**src/rtl/alert_pkg.sv**
```systemverilog
// Shared widths, over-speed state encoding and default alert thresholds.
// Also used by the piezo driver testbench so both sides agree on the numbers.
package alert_pkg;

  localparam int SPD_W  = 12;
  localparam int BATT_W = 12;

  typedef enum logic [1:0] {
    IDLE   = 2'd0,
    QUAL   = 2'd1,
    ACTIVE = 2'd2,
    HOLD   = 2'd3
  } ovr_state_t;

  localparam logic [BATT_W-1:0] DEF_BATT_LOW_THRESH = 12'h800;
  localparam logic [BATT_W-1:0] DEF_BATT_HYST       = 12'h040;
  localparam int unsigned       DEF_BATT_FILT       = 8;
  localparam logic [SPD_W-1:0]  DEF_SPD_THRESH      = 12'h600;
  localparam logic [SPD_W-1:0]  DEF_SPD_HYST        = 12'h080;
  localparam int unsigned       DEF_SPD_FILT        = 4;
  localparam logic [23:0]       DEF_OVR_HOLD        = 24'd16_777_215;
  localparam logic [SPD_W-1:0]  DEF_MOVE_THRESH     = 12'h060;

endpackage

```
**src/rtl/alert_filt_cnt.sv**
```systemverilog
// Consecutive-sample counter: counts matching samples, clears on a miss, and
// flags the sample that makes the run reach N (the run then restarts from zero).
module alert_filt_cnt #(
  parameter int unsigned N = 8
) (
  input  logic clk,
  input  logic rst_n,
  input  logic i_en,
  input  logic i_match,
  input  logic i_clr,
  output logic o_hit
);

  localparam logic [7:0] LAST = 8'(N - 1);

  logic [7:0] r_cnt;

  assign o_hit = i_en & i_match & (r_cnt == LAST);

  always_ff @(posedge clk or negedge rst_n) begin
    if (!rst_n) begin
      r_cnt <= 8'd0;
    end else if (i_clr || o_hit || (i_en && !i_match)) begin
      r_cnt <= 8'd0;
    end else if (i_en && (r_cnt != 8'hFF)) begin
      r_cnt <= r_cnt + 8'd1;
    end
  end

endmodule

```
**src/rtl/alert_status_gen.sv**
```systemverilog
// Qualified moving / over-speed / battery-low flags for the piezo alert driver.
// Build option ALERT_BATT_LATCH_EN: batt_low, once set, holds until rst_n.
module alert_status_gen
  import alert_pkg::*;
#(
  parameter logic [BATT_W-1:0] BATT_LOW_THRESH = DEF_BATT_LOW_THRESH,
  parameter logic [BATT_W-1:0] BATT_HYST       = DEF_BATT_HYST,
  parameter int unsigned       BATT_FILT       = DEF_BATT_FILT,
  parameter logic [SPD_W-1:0]  SPD_THRESH      = DEF_SPD_THRESH,
  parameter logic [SPD_W-1:0]  SPD_HYST        = DEF_SPD_HYST,
  parameter int unsigned       SPD_FILT        = DEF_SPD_FILT,
  parameter logic [23:0]       OVR_HOLD        = DEF_OVR_HOLD,
  parameter logic [SPD_W-1:0]  MOVE_THRESH     = DEF_MOVE_THRESH
) (
  input  logic              clk,
  input  logic              rst_n,
  input  logic [BATT_W-1:0] batt,
  input  logic              batt_vld,
  input  logic [SPD_W-1:0]  lft_spd,
  input  logic [SPD_W-1:0]  rght_spd,
  input  logic              spd_vld,
  input  logic              rider_on,
  output logic              moving,
  output logic              ovr_spd,
  output logic              batt_low,
  output ovr_state_t        dbg_ovr_state
);

  // Strobes carry no backpressure: every cycle a *_vld is high is one sample.
  localparam logic [SPD_W-1:0]  SPD_REL  = SPD_THRESH - SPD_HYST;
  localparam logic [BATT_W:0]   BATT_REC = {1'b0, BATT_LOW_THRESH} + {1'b0, BATT_HYST};

  logic              r_moving;
  logic              r_ovr;
  logic              r_batt_low;
  ovr_state_t        r_state;
  logic [23:0]       r_htmr;

  logic [SPD_W:0]    w_sum;
  logic [SPD_W-1:0]  w_avg;
  logic [SPD_W-1:0]  w_mag;
  logic              w_over;
  logic              w_under;
  logic              w_move;
  logic              w_spd_en;
  logic              w_spd_hit;
  logic              w_batt_en;
  logic              w_batt_match;
  logic              w_batt_hit;

  assign w_sum = {lft_spd[SPD_W-1], lft_spd} + {rght_spd[SPD_W-1], rght_spd};
  assign w_avg = w_sum[SPD_W:1];

  // -2048 has no positive twin in 12 bits; clamp it to full scale.
  always_comb begin
    if (!w_avg[SPD_W-1]) begin
      w_mag = w_avg;
    end else if (w_avg == 12'h800) begin
      w_mag = 12'h7FF;
    end else begin
      w_mag = -w_avg;
    end
  end

  assign w_over  = w_mag > SPD_THRESH;
  assign w_under = w_mag < SPD_REL;
  assign w_move  = w_mag > MOVE_THRESH;

  // Battery: the same counter runs towards LOW or towards recovery.
  assign w_batt_match = r_batt_low ? ({1'b0, batt} >= BATT_REC) : (batt < BATT_LOW_THRESH);
`ifdef ALERT_BATT_LATCH_EN
  assign w_batt_en = batt_vld & ~r_batt_low;
`else
  assign w_batt_en = batt_vld;
`endif

  alert_filt_cnt #(.N(BATT_FILT)) u_batt_filt (
    .clk     (clk),
    .rst_n   (rst_n),
    .i_en    (w_batt_en),
    .i_match (w_batt_match),
    .i_clr   (1'b0),
    .o_hit   (w_batt_hit)
  );

  always_ff @(posedge clk or negedge rst_n) begin
    if (!rst_n) begin
      r_batt_low <= 1'b0;
    end else if (w_batt_hit) begin
      r_batt_low <= ~r_batt_low;
    end
  end

  assign w_spd_en = spd_vld & ((r_state == IDLE) | (r_state == QUAL));

  alert_filt_cnt #(.N(SPD_FILT)) u_spd_filt (
    .clk     (clk),
    .rst_n   (rst_n),
    .i_en    (w_spd_en),
    .i_match (w_over),
    .i_clr   (1'b0),
    .o_hit   (w_spd_hit)
  );

  always_ff @(posedge clk or negedge rst_n) begin
    if (!rst_n) begin
      r_state <= IDLE;
      r_ovr   <= 1'b0;
      r_htmr  <= 24'd0;
    end else begin
      case (r_state)
        IDLE: begin
          if (spd_vld && w_over) begin
            if (w_spd_hit) begin
              r_state <= ACTIVE;
              r_ovr   <= 1'b1;
            end else begin
              r_state <= QUAL;
            end
          end
        end
        QUAL: begin
          if (spd_vld) begin
            if (!w_over) begin
              r_state <= IDLE;
            end else if (w_spd_hit) begin
              r_state <= ACTIVE;
              r_ovr   <= 1'b1;
            end
          end
        end
        ACTIVE: begin
          if (spd_vld && w_under) begin
            r_state <= HOLD;
            r_htmr  <= 24'd0;
          end
        end
        HOLD: begin
          // A fresh over-speed sample wins over the timer expiring.
          if (spd_vld && w_over) begin
            r_state <= ACTIVE;
          end else if (r_htmr == OVR_HOLD) begin
            r_state <= IDLE;
            r_ovr   <= 1'b0;
          end else begin
            r_htmr <= r_htmr + 24'd1;
          end
        end
        default: begin
          r_state <= IDLE;
          r_ovr   <= 1'b0;
        end
      endcase
    end
  end

  always_ff @(posedge clk or negedge rst_n) begin
    if (!rst_n) begin
      r_moving <= 1'b0;
    end else if (spd_vld || !rider_on) begin
      r_moving <= rider_on & w_move;
    end
  end

  assign moving        = r_moving;
  assign ovr_spd       = r_ovr;
  assign batt_low      = r_batt_low;
  assign dbg_ovr_state = r_state;

endmodule

```
**config.mk**
```make
export PLATFORM = sky130hd
export DESIGN_NAME = alert_status_gen
export DESIGN_NICKNAME = d
export VERILOG_FILES = /design/src/rtl/alert_pkg.sv /design/src/rtl/alert_filt_cnt.sv /design/src/rtl/alert_status_gen.sv
export SDC_FILE = /design/constraint.sdc
export NUM_CORES = 1
export LEC_CHECK = 0
export CORE_MARGIN = 1
export CORE_UTILIZATION = 35
export CTS_BUF_LIST = sky130_fd_sc_hd__clkbuf_8 sky130_fd_sc_hd__clkbuf_16
export DETAILED_ROUTE_END_ITERATION = 8
export GPL_TIMING_DRIVEN = 0
export MAX_ROUTING_LAYER = met4
export SLEW_MARGIN = 10
export SYNTH_ARGS = -nofsm -noshare
export SYNTH_HDL_FRONTEND = slang
export SYNTH_SLANG_ARGS = --single-unit
```
**constraint.sdc**
```tcl
create_clock -name clk -period 2.5 [get_ports clk]
set_clock_uncertainty 0.05 [all_clocks]
set_input_delay 0.375 -clock clk [delete_from_list [all_inputs] [get_ports clk]]
set_output_delay 0.375 -clock clk [all_outputs]
set_load 0.05 [all_outputs]
```
==> out/qor.yml <==
floorplan:
  die_y_um: 103.6
  io_pins: 46
  start_util_pct: 36.45
  rows: 36
  die_area_um2: 10730
  die_w_um: 103.6
  core_um2: 9910
yosys:
  synth-edff-count: 0
  synth_nets: 470
  ys_types: 66
  yosysWarnings: 0
  syn_avg_cell_area_um2: 8.746
  synth_area_um2: 3612
  synth_async_sr_flop_share_pct: 100.0
  syn_inst: 413
  synth_top_flop_cell: "dfrtp_1"
  ys_ff_latch: 45
  synth_seq_area_share_pct: 31.17
finish:
  design_area_um2: 5359
  final_core_util_pct: 54.08
  final-seq-area_um2: 1126
  finish.net_count: 572
  fill_cells: 901
  syn_to_final_growth_pct: 48.35
  num_antenna_cells: 0
  multi_input_area_um2: 2929
  drive_above_1_share_pct: 33.72
  final_cells: 649
global_route:
  grtUsageTotal_pct: 19.79
  grt_overflow: 0
  grt_antenna_before_repair: 0
  grt_pass1_wl_mm: 17.13
  grt_pass1_vias: 3582
  grt_max_degree: 34
critical_path:
  cp.required_ns: 2.63
  worstSetupStartpoint: "rght_spd[1]"
  start_kind: "input pin"
  cp-end-kind: "flip-flop"
  slowest_stage: "fa_2"
  crit_chain: "buf_8 > inv_4 > fa_2 > nand2b_4 > a211oi_4 > buf_4 > o41ai_4 > xor2_4 > nand4_1 > buf_4 > o41ai_4 > buf_4 > a211oi_4 > a21oi_2 > buf_8 > a21oi_1 > or3_1"
  rr_startpoint: "r_htmr[11]$_DFFE_PN0P_"
  cp.arrival_ns: 3.54
  critPathMostFrequentCell: "buf_4"
  slowest_delay_ns: 0.38
  path_class: "input pin to flip-flop"
  critPathMaxFanout: 10
hold_path:
  hold_path_class: "input pin to async pin"
routing:
  drc: 0
  drtIter0Drc: 222
  vias: 3700
  routed_wl_mm: 10.39
  ant_nets: 0
  wl_per_cell_um: 16.00
  drt_first_pass_iters: 4
  routed_via_density: 5.701
pwr:
  power.density_nw_per_um2: 633.9
  ir_drop_uv: 442.3
  p_leak_nw: 2.182
placement:
  place_area_um2: 4273
  place_inst: 586
  hpwl_mm: 6.488
  gp_congestion: 0.7932
  port_buffers: 39
  dp_slack_ns: -1.888
timing:
  finalMaxSlewViolations: 0
  setup_viol: 36
  fin_crit_ns: 3.408
  max_freq_ghz: 0.2934
  finalWorstSetupSlack_ns: -0.9081
  rsz0062_at_grt: "true"
  period_share_pct: 136.3
  worst_pin_slew_ns: 0.6972
  hold_viol_final: 0
  relSlewSlack_pct: 53.52
run_status:
  violations: "setup timing"
  status: "finished, violations left"
cts:
  cts_tree: "built"
  clock_latency_ns: 0.30
  clockBufferDepth: 2
  cts_made_buffers: 5
  cts_sinks: 45
  h-tree-depth: 2
  cts.reportedPaths.clkPinSlew_ns: 0.09
  cts_root_buf: "clkbuf_8"
job:
  cap_violations: 0
-- power by group --
group | switching, mW | internal (mW) | total (mW)
Combinational | 0.866 | 0.792 | 1.66
Sequential | 0.261 | 0.964 | 1.22
Clock | 0.263 | 0.251 | 0.514
Total | 1.39 | 2.01 | 3.40
-- per-layer routing --
| metal | wire, um | part of all wire (%) | up-vias | track usage [%] |
|---|---|---|---|---|
| li1 | - | - | 1785 | - |
| met1 | 4734 | 46 | 1817 | 25.41 |
| met2 | 5160 | 50 | 84 | 33.46 |
| met3 | 372 | 3.6 | 14 | 2.769 |
| met4 | 117 | 1.1 | 0 | 3.623 |
| met5 | 0 | 0 | - | - |
-- stage by stage --
step / hold WS [ns] / power [mW] / setup TNS, ns
6_report: 0.4414 / 3.397 / -28.94
5_1_grt: 0.4665 / 3.622 / -33.82
4_1_cts: 0.4567 / 3.200 / -25.94
3_5_place_dp: 0.2458 / 2.435 / -63.69
3_3_place_gp: 0.4381 / 2.397 / -78.66
2_1_floorplan: 0.02941 / 2.069 / -25.42
-- logic make-up after synthesis --
| kind of cell | after synthesis | share of synthesized area (%) |
|---|---|---|
| muxes | 6 | 1.663 |
| xor gates and xnor gates | 22 | 5.854 |
| adders and majority gates | 16 | 5.750 |
| AOI/OAI and AO/OA | 121 | 24.80 |
| DFF | 45 | 31.17 |
| buffers and inverters | 24 | 3.083 |
| and+or+nand+nor | 179 | 27.68 |
-- final timing paths --
| path | endpoint | slack [ns] | depth (start not counted) |
|---|---|---|---|
| hold reg to reg | ovr_spd$_DFFE_PN0P_ | 0.46 | 1 |
| max in group asynchronous | dbg_ovr_state[0]$_DFFE_PN0P_ | 1.47 | 3 |
| hold / removal | r_htmr[21]$_DFFE_PN0P_ | 0.44 | 2 |
| setup / recovery | dbg_ovr_state[0]$_DFFE_PN0P_ | -0.91 | 17 |
| setup reg to reg | r_htmr[0]$_DFFE_PN0P_ | -0.79 | 11 |
| min in group clk | ovr_spd$_DFFE_PN0P_ | 0.46 | 1 |
-- timing repair --
item	CTS	global route
resized for setup	125	50
setup buffers	39	13
endpoints found under the hold margin	12	0
cloned	2	2
setup endpoints to repair	36	37
pin swaps	48	31
hold buffers	1	0
-- cell usage in the layout, fill, tap and decap left out, types with 11 or more instances in the layout --
cell,synthesis,layout
buf_4,2,47
o21ai_0,16,13
nand2_1,30,26
nand4_1,16,16
a21oi_1,27,18
or4_1,15,15
nor2_1,31,27
clkdlybuf4s50_1,0,16
dlygate4sd2_1,0,11
dfrtp_1,45,45
and3_1,15,14
xor2_1,14,12
nand3_1,23,23
-- final cells by class --
| class | instances | area share, % |
|---|---|---|
| Clock inverter | 1 | 0.09339 |
| Timing Repair Buffer | 94 | 15.76 |
| Sequential cell | 45 | 21.01 |
| Multi-Input combinational cell | 345 | 54.66 |
| Buffer | 16 | 2.825 |
| Tap cell | 133 | 3.105 |
| Clock buffer | 7 | 1.798 |
| Inverter | 8 | 0.7471 |
-- registers in the layout (all words and copies together), names as in the netlist --
register           count
moving                 1
ovr_spd                1
batt_low               1
r_htmr                24
u_batt_filt.r_cnt      8
dbg_ovr_state          2
u_spd_filt.r_cnt       8
-- synth_stat cells (8+ instances only) --
library cell	n	area share (%)
a21oi_1	27	3.7
and3_1	15	2.6
dfrtp_1	45	31
ha_1	15	5.2
inv_1	8	0.83
nand2_1	30	3.1
nand3_1	23	3.2
nand4_1	16	2.8
nor2_1	31	3.2
nor3_1	9	1.2
o211ai_1	10	2.1
o21ai_0	16	2.2
o21ai_1	8	1.1
o31ai_1	8	1.7
or3_1	9	1.6
or4_1	15	3.1
xor2_1	14	3.4
-- worst max-delay path, delay by kind of cell --
family                     cells  cell delay (ns)
buffers and inverters          6             0.85
xor gates and xnor gates       1             0.22
and+or+nand+nor                3             0.68
AOI/OAI and AO/OA              6             1.02
adders and majority gates      1             0.38
Power figures use the tool's default switching activity.
